### src/rtl/assert_frame_sched.sv
// Shared frame-window checker: round-robin arbitration of four requesters onto one window timer.
// Optional macro ASSERT_FRAME_SCHED_PENDING_EN queues losing/non-owner request edges for later service.
module assert_frame_sched #(
    parameter int min_cks = 1,
    parameter int max_cks = 4
) (
    input  logic       clk,
    input  logic       reset_n,
    input  logic [3:0] start_event,
    input  logic [3:0] test_expr,
    output logic [3:0] grant,
    output logic       busy,
    output logic       fire_early,
    output logic       fire_late,
    output logic [1:0] fire_id
);

    localparam int CNT_TOP = (min_cks > max_cks) ? min_cks : max_cks;
    localparam int CW      = (CNT_TOP < 1) ? 1 : $clog2(CNT_TOP + 1);
    localparam logic [CW-1:0] MIN_C = CW'(min_cks);
    localparam logic [CW-1:0] MAX_C = CW'(max_cks);

    if (min_cks > max_cks && max_cks > 0) begin : ovl_error_t
        $error("Illegal parameter values set where min_cks > max_cks");
    end

    typedef enum logic {IDLE, WINDOW} state_t;

    state_t        state_q, state_d;
    logic [CW-1:0] cnt_q, cnt_d;
    logic [3:0]    r_start_q, r_start_d;
    logic [3:0]    pending_q, pending_d;
    logic [3:0]    grant_q, grant_d;
    logic          fire_early_q, fire_early_d;
    logic          fire_late_q, fire_late_d;
    logic [1:0]    fire_id_q, fire_id_d;
    logic [1:0]    last_grant_q, last_grant_d;

    logic [3:0] edge_v;
    logic [3:0] req;
    logic [1:0] idx;
    logic [1:0] win;
    logic       found;

    always_comb begin
        state_d      = state_q;
        cnt_d        = cnt_q;
        r_start_d    = start_event;
        pending_d    = pending_q;
        grant_d      = grant_q;
        fire_early_d = 1'b0;
        fire_late_d  = 1'b0;
        fire_id_d    = fire_id_q;
        last_grant_d = last_grant_q;
        idx          = '0;
        win          = '0;
        found        = 1'b0;

        // A start edge arriving together with its completion condition is not a request.
        edge_v = start_event & ~r_start_q & ~test_expr;
`ifdef ASSERT_FRAME_SCHED_PENDING_EN
        req = edge_v | pending_q;
`else
        req = edge_v;
`endif

        for (int unsigned k = 0; k < 4; k++) begin
            idx = last_grant_q + 2'(k + 1);
            if (!found && req[idx]) begin
                found = 1'b1;
                win   = idx;
            end
        end

        case (state_q)
            IDLE: begin
                if (found) begin
                    state_d      = WINDOW;
                    cnt_d        = CW'(1);
                    grant_d      = 4'b0001 << win;
                    last_grant_d = win;
`ifdef ASSERT_FRAME_SCHED_PENDING_EN
                    pending_d = req & ~(4'b0001 << win);
`endif
                end
            end
            WINDOW: begin
`ifdef ASSERT_FRAME_SCHED_PENDING_EN
                pending_d = pending_q | (edge_v & ~grant_q);
`endif
                if (edge_v[last_grant_q]) begin
                    cnt_d = CW'(1);
                end else if (test_expr[last_grant_q]) begin
                    state_d = IDLE;
                    cnt_d   = '0;
                    grant_d = '0;
                    if (cnt_q < MIN_C) begin
                        fire_early_d = 1'b1;
                        fire_id_d    = last_grant_q;
                    end
                end else if (max_cks > 0 && cnt_q == MAX_C) begin
                    state_d     = IDLE;
                    cnt_d       = '0;
                    grant_d     = '0;
                    fire_late_d = 1'b1;
                    fire_id_d   = last_grant_q;
                end else if (cnt_q != '1) begin
                    cnt_d = cnt_q + CW'(1);
                end
            end
            default: state_d = IDLE;
        endcase
    end

    always_ff @(posedge clk or negedge reset_n) begin
        if (!reset_n) begin
            state_q      <= IDLE;
            cnt_q        <= '0;
            r_start_q    <= '0;
            pending_q    <= '0;
            grant_q      <= '0;
            fire_early_q <= 1'b0;
            fire_late_q  <= 1'b0;
            fire_id_q    <= '0;
            last_grant_q <= 2'd3;
        end else begin
            state_q      <= state_d;
            cnt_q        <= cnt_d;
            r_start_q    <= r_start_d;
            pending_q    <= pending_d;
            grant_q      <= grant_d;
            fire_early_q <= fire_early_d;
            fire_late_q  <= fire_late_d;
            fire_id_q    <= fire_id_d;
            last_grant_q <= last_grant_d;
        end
    end

    assign grant      = grant_q;
    assign busy       = (state_q == WINDOW);
    assign fire_early = fire_early_q;
    assign fire_late  = fire_late_q;
    assign fire_id    = fire_id_q;

endmodule

### config.mk
export PLATFORM = sky130hd
export DESIGN_NAME = assert_frame_sched
export DESIGN_NICKNAME = d
export VERILOG_FILES = /design/src/rtl/assert_frame_sched.sv
export SDC_FILE = /design/constraint.sdc
export NUM_CORES = 1
export LEC_CHECK = 0
export ABC_AREA = 0
export BUFFER_PORTS_ARGS = -buffer_cell sky130_fd_sc_hd__clkbuf_2
export CAP_MARGIN = 40
export CORE_MARGIN = 10
export CORE_UTILIZATION = 58
export CTS_CLUSTER_SIZE = 12
export DETAILED_ROUTE_END_ITERATION = 6
export HOLD_SLACK_MARGIN = 0.1
export PLACE_DENSITY = 0.82
export SETUP_SLACK_MARGIN = 0.05
export SKIP_CTS_REPAIR_TIMING = 1
export SYNTH_ARGS = -nofsm -noshare
export SYNTH_HDL_FRONTEND = slang
export SYNTH_SLANG_ARGS = --single-unit
### constraint.sdc
create_clock -name clk -period 6 [get_ports clk]
set_clock_uncertainty 0.15 [all_clocks]
set_input_delay 0.6 -clock clk [delete_from_list [all_inputs] [get_ports clk]]
set_output_delay 0.6 -clock clk [all_outputs]
set_load 0.01 [all_outputs]
Yosys cells after proc, flatten, opt, wreduce, memory -nomap -nowiden
Cells that the tools add are included.
Widths: inputs -> output; s select.

storage, ports and cells
  word-level logic and storage cells = 87
  output and inout bits = 9
  bits in registers = 18
  input bits = 10

operators by class
  reduce and logical (&&, ||, !) cells = 11
  shifts and indexed selects = 1
  mux-type cells = 45
  order comparisons = 5
  eq/ne operators = 7
  $add $sub $neg = 4
  bitwise operators = 6

operators by type and width
  kind                 number
  $mux 1               21
  $mux 4               4
  $mux 3               5
  $mux 2               7
  $lt 2x3->1 const B   4
  $bmux 1 s2           5
  $and 4x4->4          2
  $not 4->4            2
  $pmux 4 s2           1
  $pmux 3 s2           1
  $ne 5x1->1 const B   1
  $add 2x2->2 const B  2
  $ne 2x2->1 const B   2
  $reduce_and 2->1     2
  $reduce_and 4->1     1
  $shl 1x2->4 const A  1
  $add 3x1->3 const B  1
  $eq 3x3->1 const B   1
  $logic_and 1x1->1    3
  $logic_not 1->1      3
  $lt 3x1->1 const B   1
  $ne 3x1->1 const B   1
  $ne 3x3->1 const B   1
  $reduce_and 3->1     1
  5 further kinds      6

Depth between registers and ports, before layout
Gate-level depths: netlist of the first run.

  depth in word-level cells = 18
  mapped depth = 6

Least setup slack after synthesis of the first run
OpenSTA, ideal clock, no wires.

  path kind = in2reg
  start = in test_expr[3]
  end = reg fire_id_q[0], in the netlist fire_id[0]
  data arrival time = 1.699 ns
  required time = 5.722 ns
  slack = 4.023 ns
  setup time = 0.128 ns
  stages = 4
  cells stage by stage = mux4_2 nor4b_4 o22ai_2 mux2_1

between the ends
  cells in the longest elaborated chain, start to end = 6

ends and longest elaborated chain
  element                            line  source
  start, declared                    10    input logic [3:0] test_expr,
  $not 4->4                          60    edge_v = start_event & ~r_start_q & ~test_expr;
  $and 4x4->4                        60
  $bmux 1 s2                         91    if (edge_v[last_grant_q]) begin
  $mux 1 (not written as such)       91
  $not 1->1 (no source line)         -
  $reduce_and 4->1 (no source line)  -
  end signal, assigned               134   fire_id_q <= fire_id_d;
  end, declared                      36    logic [1:0] fire_id_q, fire_id_d;

Parallel ways exist; a longest one is shown, timed or not. The select of a mux whose other input is x is not followed.
A chain may end at the register's enable or synchronous reset.

Final worst setup path of the first run
  start = reg last_grant_q[1]
  end = reg fire_id_q[1], in the netlist fire_id[1]

between the ends
  cells in the longest elaborated chain, start to end = 4

ends and longest elaborated chain
  element                                              line    source
  start, declared                                      37      logic [1:0] last_grant_q, last_grant_d;
  start signal, assigned                               135     last_grant_q <= last_grant_d;
  $bmux 1 s2, on equally long branches                 93, 91
  $mux 1, on equally long branches                     93, 91
  $ne 2x1->1 (no source line) (tied with other cells)  -
  $reduce_and 4->1 (no source line)                    -

Parallel ways exist; a longest one is shown, timed or not. The select of a mux whose other input is x is not followed.

==> results by group, run 1 <==
Run status
  • Outcome: completed

Placed design
  • Placed inst area: 1199 sq um
  • Port-buffer cells: 18
  • HPWL Detailed: 1.809 mm
  • Routability cong.: 0.8237
  • Placed cells: roughly 140

Power and ir drop
  • Switching fraction of total power: 0.4122
  • Leak Pwr: 0.5382 nW
  • Comb pwr share: 0.455
  • Pwr Density: 412.0 nW/um^2
  • VDD IR max: 253.3 uV
  • Part of the power in registers: 0.399
  • Power share of the clock group: 0.146
  • Pwr Total: 512.9 uW
  • Pint: 301.5 uW
  • Psw: 211.4 uW

Timing
  • Max-slew violations: 0
  • Setup TNS Final: 0 ns
  • Worst-margin pin slew: 0.7436 ns
  • Slew headroom: 0.4989
  • Fmax achieved: 450.5 MHz
  • Fin. Hold Viols: 0
  • Worst hold slack: 0.2732 ns
  • Final setup vio count: 0
  • Unrepaired setup endpoints after global routing: no
  • Min cycle time layout: 2.220 ns
  • Fin crit share: 0.3700

Layout
  • Antenna Cells: 0
  • Synth-to-Final Area Change: 13.84%
  • Layout Cells excl Fill: 140
  • Nets: 129
  • FILL cells: between 150 and 200
  • Share of layout cells above drive strength 1: 0.3217
  • Sequential Area: 452.9 sq um
  • Area of the multi-input gates: 606.8 sq um
  • Fin area: 1245 sq um

Yosys
  • Number of enable flip-flop cells after synthesis: 0
  • Sequential-to-total area share from yosys stat: 0.4142
  • Synth area leader: dfrtp_1
  • Top_reg_cell synth: dfrtp_1
  • Library cells used by synthesis: 48
  • Commonest cells in the netlist: dfrtp_1, nand2_1, a21oi_1, nor2_1
  • Async set-reset flop share out of synthesis: 1.000
  • Post-synth top area share: 0.3661
  • Mean Syn Cell Area: 11.63 sq um
  • Cell count after synthesis: 94
  • YS warnings: 0
  • Synthesized netlist net count: about 110
  • Count leader, synth: dfrtp_1
  • Flops & latches, synth: 18
  • Top cells by area, synth: dfrtp_1, dfstp_2, ha_1
  • Post-Syn Area: 1094 sq um

CTS
  • Clock Tree Root: clkbuf_4
  • Worst-Skew Late Latency: ~0.29 ns
  • Clock Sinks: 18
  • Max clock buf depth: 2
  • CTS buffer count: 3
  • Worst-path clk slew: between 0.1 and 0.15 ns
  • TritonCTS clock tree: built
  • # H-tree levels: 1

Floorplan
  • Area of the core: 1764 sq um
  • Chip Width: 63.42 microns
  • Die Y: 63.42 microns
  • Starting Density: 0.6199
  • I/O pins: 19
  • Site row count: 15
  • Die footprint: between 4000 and 5000 sq um

Setup path
  • WP data required: between 6 and 7 ns
  • Worst Setup End Kind: register
  • Worst-path fanout max: 12
  • CP startpoint kind: register
  • Worst path max stage delay: 0.68 ns
  • Worst-path cell chain: mux4_2, nor4b_4, o22ai_2, mux2_1
  • Crit Path Category: reg -> reg
  • Arrival time worst endpoint: ~2.3 ns
  • Slowest cell on crit path: dfstp_2

Detailed routing
  • Via count: 860
  • Vias per cell: approximately 6
  • Remaining DRCs: 0
  • Drt total wl: 2.321 mm
  • Wire length per cell: approximately 17 microns
  • Detail Route Antenna Nets: 0
  • Iter 0 DRT Violations: 18
  • Initial DRT Pass Iterations: 4

Global routing
  • Vias in the first global route: around 850
  • GRT overflow: 0
  • Total Routing Usage GR: 0.1185
  • First-pass GRT wire length: between 4 and 5 mm
  • Pin count of the biggest net entering global routing: 19
  • Initial antenna violation count: 0

Min path
  • Hold Crit Class: in -> reg

Job
  • Max-cap violations: 0
[area by class of cell]
type | instances | share of cell area
Multi-Input combinational cell | 70 | 0.4874
Sequential cell | 18 | 0.3638
Timing Repair Buffer | 19 | 0.08040
Clock buffer | 4 | 0.02915
Tap cell | 25 | 0.02513
Inverter | 4 | 0.01407
[layer usage]
metal	vias up	GRT usage	share of wire
li1	420	-	-
met1	412	0.1475	0.47
met2	24	0.1884	0.46
met3	4	0.03887	0.058
met4	0	0.03552	0.012
met5	-	0	0
[path summary, 6_finish.rpt]
check                      cells past startpoint            start  slack [ns]         endpoint
min in group asynchronous                      2          reset_n        0.63     r_start_q[3]
max reg2reg                                    4  last_grant_q[1]        3.78       fire_id[1]
min reg2reg                                    1       fire_id[0]        0.36       fire_id[0]
max                                            4  last_grant_q[1]        3.78       fire_id[1]
min                                            1   start_event[0]        0.27     r_start_q[0]
max in group asynchronous                      2          reset_n        4.74  last_grant_q[0]
[state kept, by name, summed over array words and instances, names as in the netlist]
name          flops
fire_early        1
fire_late         1
grant             4
last_grant_q      2
r_start_q         4
fire_id           2
busy              1
cnt_q             3
[stage by stage]
| step | worst slack, ns | util |
|---|---|---|
| after floorplan | 4.023 | - |
| after global placement | 3.825 | 0.6794 |
| after detailed placement | 3.782 | 0.6794 |
| after CTS | 3.774 | 0.7000 |
| after global routing | 3.704 | 0.7057 |
| final | 3.780 | 0.7057 |
[logic make-up (layout without fill, tap and decap cells)]
family / after synthesis / count (layout) / synth area share
AOI/OAI and AO/OA: 30 / 30 / 0.2472
adders and majority gates: 3 / 3 / 0.03433
buffers and inverters: 6 / 27 / 0.03089
DFF: 18 / 18 / 0.4142
muxes: 3 / 3 / 0.04119
and+or+nand+nor: 34 / 34 / 0.2323
[critical path: cells and delay by family, from the launching register on]
family	cells	cell delay (ns)
flops	1	0.68
compound gates	1	0.14
simple gates	1	0.17
mux	2	0.96
[power by group through the flow]
stage	registers (mW)	clock network (mW)	logic, mW
2_1_floorplan	0.194	0	0.186
3_3_place_gp	0.206	0	0.223
3_5_place_dp	0.207	0	0.233
4_1_cts	0.205	0.0766	0.234
5_1_grt	0.212	0.0842	0.260
6_report	0.205	0.0748	0.233
[layout by cell type, fill, tap and decap left out, drive strengths merged, types with 3 or more instances in the layout]
master  netlist  final
nand3         3      3
dfrtp        16     16
nor3b         5      5
nor2          4      4
nor3          3      3
inv           4      4
ha            3      3
nand2         6      6
o211ai        3      3
a21oi         5      5
clkbuf        0     22
Power figures use the tool's default switching activity.
==> run 2: changes to the inputs <==
--- a/config.mk
+++ b/config.mk
@@ -9,11 +9,11 @@
 export BUFFER_PORTS_ARGS = -buffer_cell sky130_fd_sc_hd__clkbuf_2
 export CAP_MARGIN = 40
 export CORE_MARGIN = 10
-export CORE_UTILIZATION = 58
+export CORE_UTILIZATION = 49
 export CTS_CLUSTER_SIZE = 12
 export DETAILED_ROUTE_END_ITERATION = 6
 export HOLD_SLACK_MARGIN = 0.1
-export PLACE_DENSITY = 0.82
+export PLACE_DENSITY = 0.74
 export SETUP_SLACK_MARGIN = 0.05
 export SKIP_CTS_REPAIR_TIMING = 1
 export SYNTH_ARGS = -nofsm -noshare
==> constraint.sdc (replaced) <==
create_clock -name clk -period 1.9 [get_ports clk]
set_clock_uncertainty 0.15 [all_clocks]
set_input_delay 0.19 -clock clk [delete_from_list [all_inputs] [get_ports clk]]
set_output_delay 0.19 -clock clk [all_outputs]
set_load 0.01 [all_outputs]
==> run 2 against run 1 <==
Compared with the run above:
- the run now ends with setup timing left
- first-iteration DRC count grew to 2.5 times the previous value
- maximum frequency grew 13%
- sequential power grew to 2.9 times the previous value
- hold slack lost 0.081 ns
- wire length grew 9.6%
- combinational power grew to 4.0 times the previous value
- final cell count grew 9.3%
- via count grew 10%
- register-to-register slack lost 3.8 ns
- power grew to 3.4 times the previous value
==> results by group, run 2 (synthesized netlist as in run 1, its figures left out) <==
Run status
  • Outcome: complete, but fails checks
  • Failing checks: setup timing

Power and ir drop
  • VDD IR max: approximately 830 uV
  • Pwr Density: 1263 nW/um^2
  • Pwr Total: 1.751 mW
  • Leak Pwr: 0.5953 nW

Layout
  • Layout Cells excl Fill: ~150
  • Share of layout cells above drive strength 1: 0.3920
  • Synth-to-Final Area Change: 26.77%
  • Fin area: ~1400 sq um
  • Nets: 139
  • Most frequent cells in the layout: clkbuf_2, dfrtp_1, nand2_1, buf_4, dlygate4sd3_1
  • Antenna Cells: 0
  • Commonest non-fill, non-tap cell in the layout: clkbuf_2

Timing
  • Worst hold slack: between 0.15 and 0.2 ns
  • Unrepaired setup endpoints after global routing: yes
  • Slew headroom: 0.5953
  • Setup ws final: -0.06608 ns
  • Fmax achieved: 508.6 MHz
  • Fin crit share: 1.035
  • Fin. Hold Viols: 0
  • Worst-margin pin slew: ~0.60 ns
  • Final setup vio count: 8
  • Min cycle time layout: 1.966 ns
  • Max-slew violations: 0

Floorplan
  • Die Y: about 67 microns
  • I/O pins: 19
  • Die footprint: 4521 sq um
  • Site row count: 17
  • Area of the core: 2170 sq um
  • Starting Density: 0.5040
  • Chip Width: roughly 67 microns

Global routing
  • GRT overflow: 0
  • Total Routing Usage GR: 0.1192
  • First-pass GRT wire length: about 4.3 mm
  • Vias in the first global route: ~960
  • Initial antenna violation count: 0
  • Pin count of the biggest net entering global routing: 19

CTS
  • Clock Tree Root: clkbuf_4
  • Clock Sinks: 18
  • Worst-Skew Late Latency: 0.31 ns
  • TritonCTS clock tree: built
  • Worst-path clk slew: 0.11 ns
  • Max clock buf depth: 2
  • # H-tree levels: 1
  • CTS buffer count: 3

Detailed routing
  • Iter 0 DRT Violations: 45
  • Detail Route Antenna Nets: 0
  • Remaining DRCs: 0
  • Vias per cell: 6.190
  • Via count: 947
  • Wire length per cell: roughly 17 microns
  • Drt total wl: 2.543 mm
  • Initial DRT Pass Iterations: 4

Setup path
  • CP startpoint kind: register
  • Arrival time worst endpoint: 2.03 ns
  • WP data required: 1.96 ns
  • Worst Setup End Kind: register
  • Worst-path fanout max: 3
  • Crit Path Category: reg -> reg

Placed design
  • Post-Place Worst Slack: -0.09243 ns
  • Port-buffer cells: 18
  • Routability cong.: around 0.78
  • HPWL Detailed: 1.918 mm
  • Placed inst area: 1240 sq um
  • Placed cells: 143

Job
  • Max-cap violations: 0

Min path
  • Hold Crit Class: in -> async
==> run 2: cell type report <==
cell class | instances | area [sq um]
fill | 179 | 783.3
multi-input combinational | 70 | 669.4
sequential | 18 | 452.9
timing repair buffer | 29 | 185.2
tap | 28 | 35.03
clock buffer | 4 | 26.28
inverter | 4 | 17.52
==> run 2: critical path: stages (launching register included) <==
cell and delay, ns:
dfstp_2 0.56, mux4_2 0.53, nor4b_4 0.16, o22ai_2 0.15
mux2_1 0.34
==> run 2: report_power, final <==
group	switching [mW]	internal [mW]	leakage, nW
clock network	0.129	0.0822	0.0150
registers	0.0971	0.501	0.225
logic	0.511	0.430	0.355
==> run 2: layer usage <==
metal / vias up / part of all wire / track usage
met5: - / 0 / 0
met2: 25 / 0.47 / 0.1896
met3: 7 / 0.054 / 0.03306
li1: 439 / - / -
met4: 0 / 0.023 / 0.05897
met1: 476 / 0.46 / 0.1449
==> run 2: final timing paths <==
path,from,endpoint,slack [ns],cells after the start
max,last_grant_q[1],fire_id[1],-0.07,4
min,reset_n,r_start_q[2],0.19,2
max reg2reg,last_grant_q[1],fire_id[1],-0.07,4
min reg2reg,fire_id[1],fire_id[1],0.36,1
max in group asynchronous,reset_n,last_grant_q[1],1.05,2
min in group clk,test_expr[0],fire_late,0.33,4
==> run 2: per-stage QoR <==
step,utilization,TNS [ns]
6_report,0.6390,-0.3219
2_1_floorplan,-,-0.1039
3_5_place_dp,0.5715,-0.7162
4_1_cts,0.5836,-0.9057
3_3_place_gp,0.5715,-0.2672
5_1_grt,0.6390,-1.079
==> run 3: changes to the inputs <==
--- a/config.mk
+++ b/config.mk
@@ -16,6 +16,7 @@
 export PLACE_DENSITY = 0.74
 export SETUP_SLACK_MARGIN = 0.05
 export SKIP_CTS_REPAIR_TIMING = 1
+export SKIP_LAST_GASP = 1
 export SYNTH_ARGS = -nofsm -noshare
 export SYNTH_HDL_FRONTEND = slang
 export SYNTH_SLANG_ARGS = --single-unit
==> run 3 against run 2 <==
Compared with the run above:
- the flow still finishes with violations (setup timing)
- register-to-register slack about the same
- sequential share of layout area increased by 0.24 points
- final cell count is the same
- non-clock buffer count is the same
- die area is the same
- sequential cell count unchanged
==> results by group, run 3 (synthesized netlist as in run 1, its figures left out) <==
Floorplan
  • Site row count: 17
  • I/O pins: 19
  • Starting Density: 0.5040
  • Chip Width: 67.24 microns
  • Die Y: 67.24 microns
  • Area of the core: 2170 sq um
  • Die footprint: 4521 sq um

Setup path
  • CP startpoint kind: register
  • Worst Setup SP: last_grant_q[1]
  • Worst Setup End Kind: register
  • Worst-path fanout max: 3
  • Worst R2R Start: last_grant_q[1]
  • Arrival time worst endpoint: 2.02 ns
  • Crit Path Category: reg -> reg
  • WP data required: 1.95 ns

CTS
  • Worst-path clk slew: 0.11 ns
  • Clock Sinks: 18
  • # H-tree levels: 1
  • CTS buffer count: 3
  • Max clock buf depth: 2
  • Clock Tree Root: clkbuf_4
  • TritonCTS clock tree: built
  • Worst-Skew Late Latency: approximately 0.3 ns

Power and ir drop
  • Pint: ~1.0 mW
  • VDD IR max: 813.6 uV
  • Pwr Density: 1264 nW/um^2
  • Leak Pwr: 0.5935 nW
  • Switching fraction of total power: 0.4201
  • Comb pwr share: 0.537
  • Power share of the clock group: 0.118
  • Part of the power in registers: 0.345
  • Psw: 730.9 uW

Detailed routing
  • Drt total wl: 2.567 mm
  • Via count: 938
  • Initial DRT Pass Iterations: 4
  • Detail Route Antenna Nets: 0
  • Wire length per cell: 16.78 microns
  • Vias per cell: 6.131
  • Remaining DRCs: 0
  • Iter 0 DRT Violations: 45

Timing
  • Worst-margin pin slew: 0.9054 ns
  • Max-slew violations: 0
  • Fmax achieved: 506.3 MHz
  • Setup ws final: -0.07508 ns
  • Fin crit share: 1.040
  • Final setup vio count: 7
  • Slew headroom: 0.3908
  • Unrepaired setup endpoints after global routing: yes
  • Min cycle time layout: 1.975 ns
  • Fin. Hold Viols: 0

Global routing
  • Vias in the first global route: 955
  • Total Routing Usage GR: 0.1192
  • Initial antenna violation count: 0
  • Pin count of the biggest net entering global routing: 19
  • First-pass GRT wire length: 4.291 mm
  • GRT overflow: 0

Layout
  • FILL cells: 181
  • Most frequent cells in the layout: clkbuf_2, dfrtp_1, nand2_1, buf_4, dlygate4sd3_1
  • Synth-to-Final Area Change: 25.86%
  • Fin area: 1376 sq um
  • Commonest non-fill, non-tap cell in the layout: clkbuf_2
  • Final core utilization: 0.6344
  • Nets: 139
  • Share of layout cells above drive strength 1: 0.3760
  • Antenna Cells: 0

Placed design
  • Placed inst area: around 1200 sq um
  • Routability cong.: roughly 0.8
  • HPWL Detailed: between 1.5 and 2 mm
  • Port-buffer cells: 18

Min path
  • Hold Crit Class: in -> async

Job
  • Max-cap violations: 0

Run status
  • Failing checks: setup timing
  • Outcome: complete, but fails checks
[run 3: cell counts in the layout (fill, tap and decap cells not counted)]
Identical to the previous run, type by type.
[run 3: power groups by stage]
stage	Clock (mW)	Sequential, mW	Combinational (mW)
after CTS	0.212	0.596	0.867
after global routing	0.221	0.616	1.03
after global placement	0	0.598	0.833
after detailed placement	0	0.604	0.864
final	0.206	0.600	0.934
after floorplan	0	0.614	0.586
[run 3: worst paths after layout]
path	endpoint	slack [ns]	cells after the start
worst max-delay path	fire_id[1]	-0.08	4
worst min-delay path	r_start_q[2]	0.20	2
worst max register to register	fire_id[1]	-0.08	4
worst min register to register	fire_id[1]	0.36	1
max in group asynchronous	last_grant_q[0]	1.04	2
min in group clk	fire_late	0.34	4
[run 3: critical path, stage by stage, from the launching register on]
cell	delay, ns
dfstp_2	0.56
mux4_2	0.53
nor4b_4	0.16
o22ai_2	0.15
mux2_1	0.34
[run 3: final cells by class]
class / instances / area, sq um / area share
clock buffers: 4 / 26.28 / 0.01909
inverters: 4 / 17.52 / 0.01273
multi-input cells: 70 / 659.4 / 0.4791
flip-flops and latches: 18 / 452.9 / 0.3291
well taps: 28 / 35.03 / 0.02545
repair buffers: 29 / 185.2 / 0.1345
[run 3: metrics by stage]
step / total power [mW] / worst slack, ns / hold WS, ns / setup TNS (ns) / std cells
2_1_floorplan: 1.200 / -0.05197 / -0.2556 / -0.1039 / 94
3_3_place_gp: 1.431 / -0.06473 / 0.004064 / -0.2672 / 143
3_5_place_dp: 1.468 / -0.09243 / 0.01390 / -0.7162 / 143
4_1_cts: 1.675 / -0.1145 / -0.3246 / -0.9057 / 147
5_1_grt: 1.865 / -0.1808 / 0.2483 / -1.258 / 153
6_report: 1.740 / -0.07508 / 0.2044 / -0.3808 / 153
[run 3: per-layer routing]
metal | global-route usage | wire, microns
met5 | 0 | 0
met3 | 0.03306 | 144
met2 | 0.1896 | 1213
met4 | 0.05897 | 45
met1 | 0.1449 | 1162
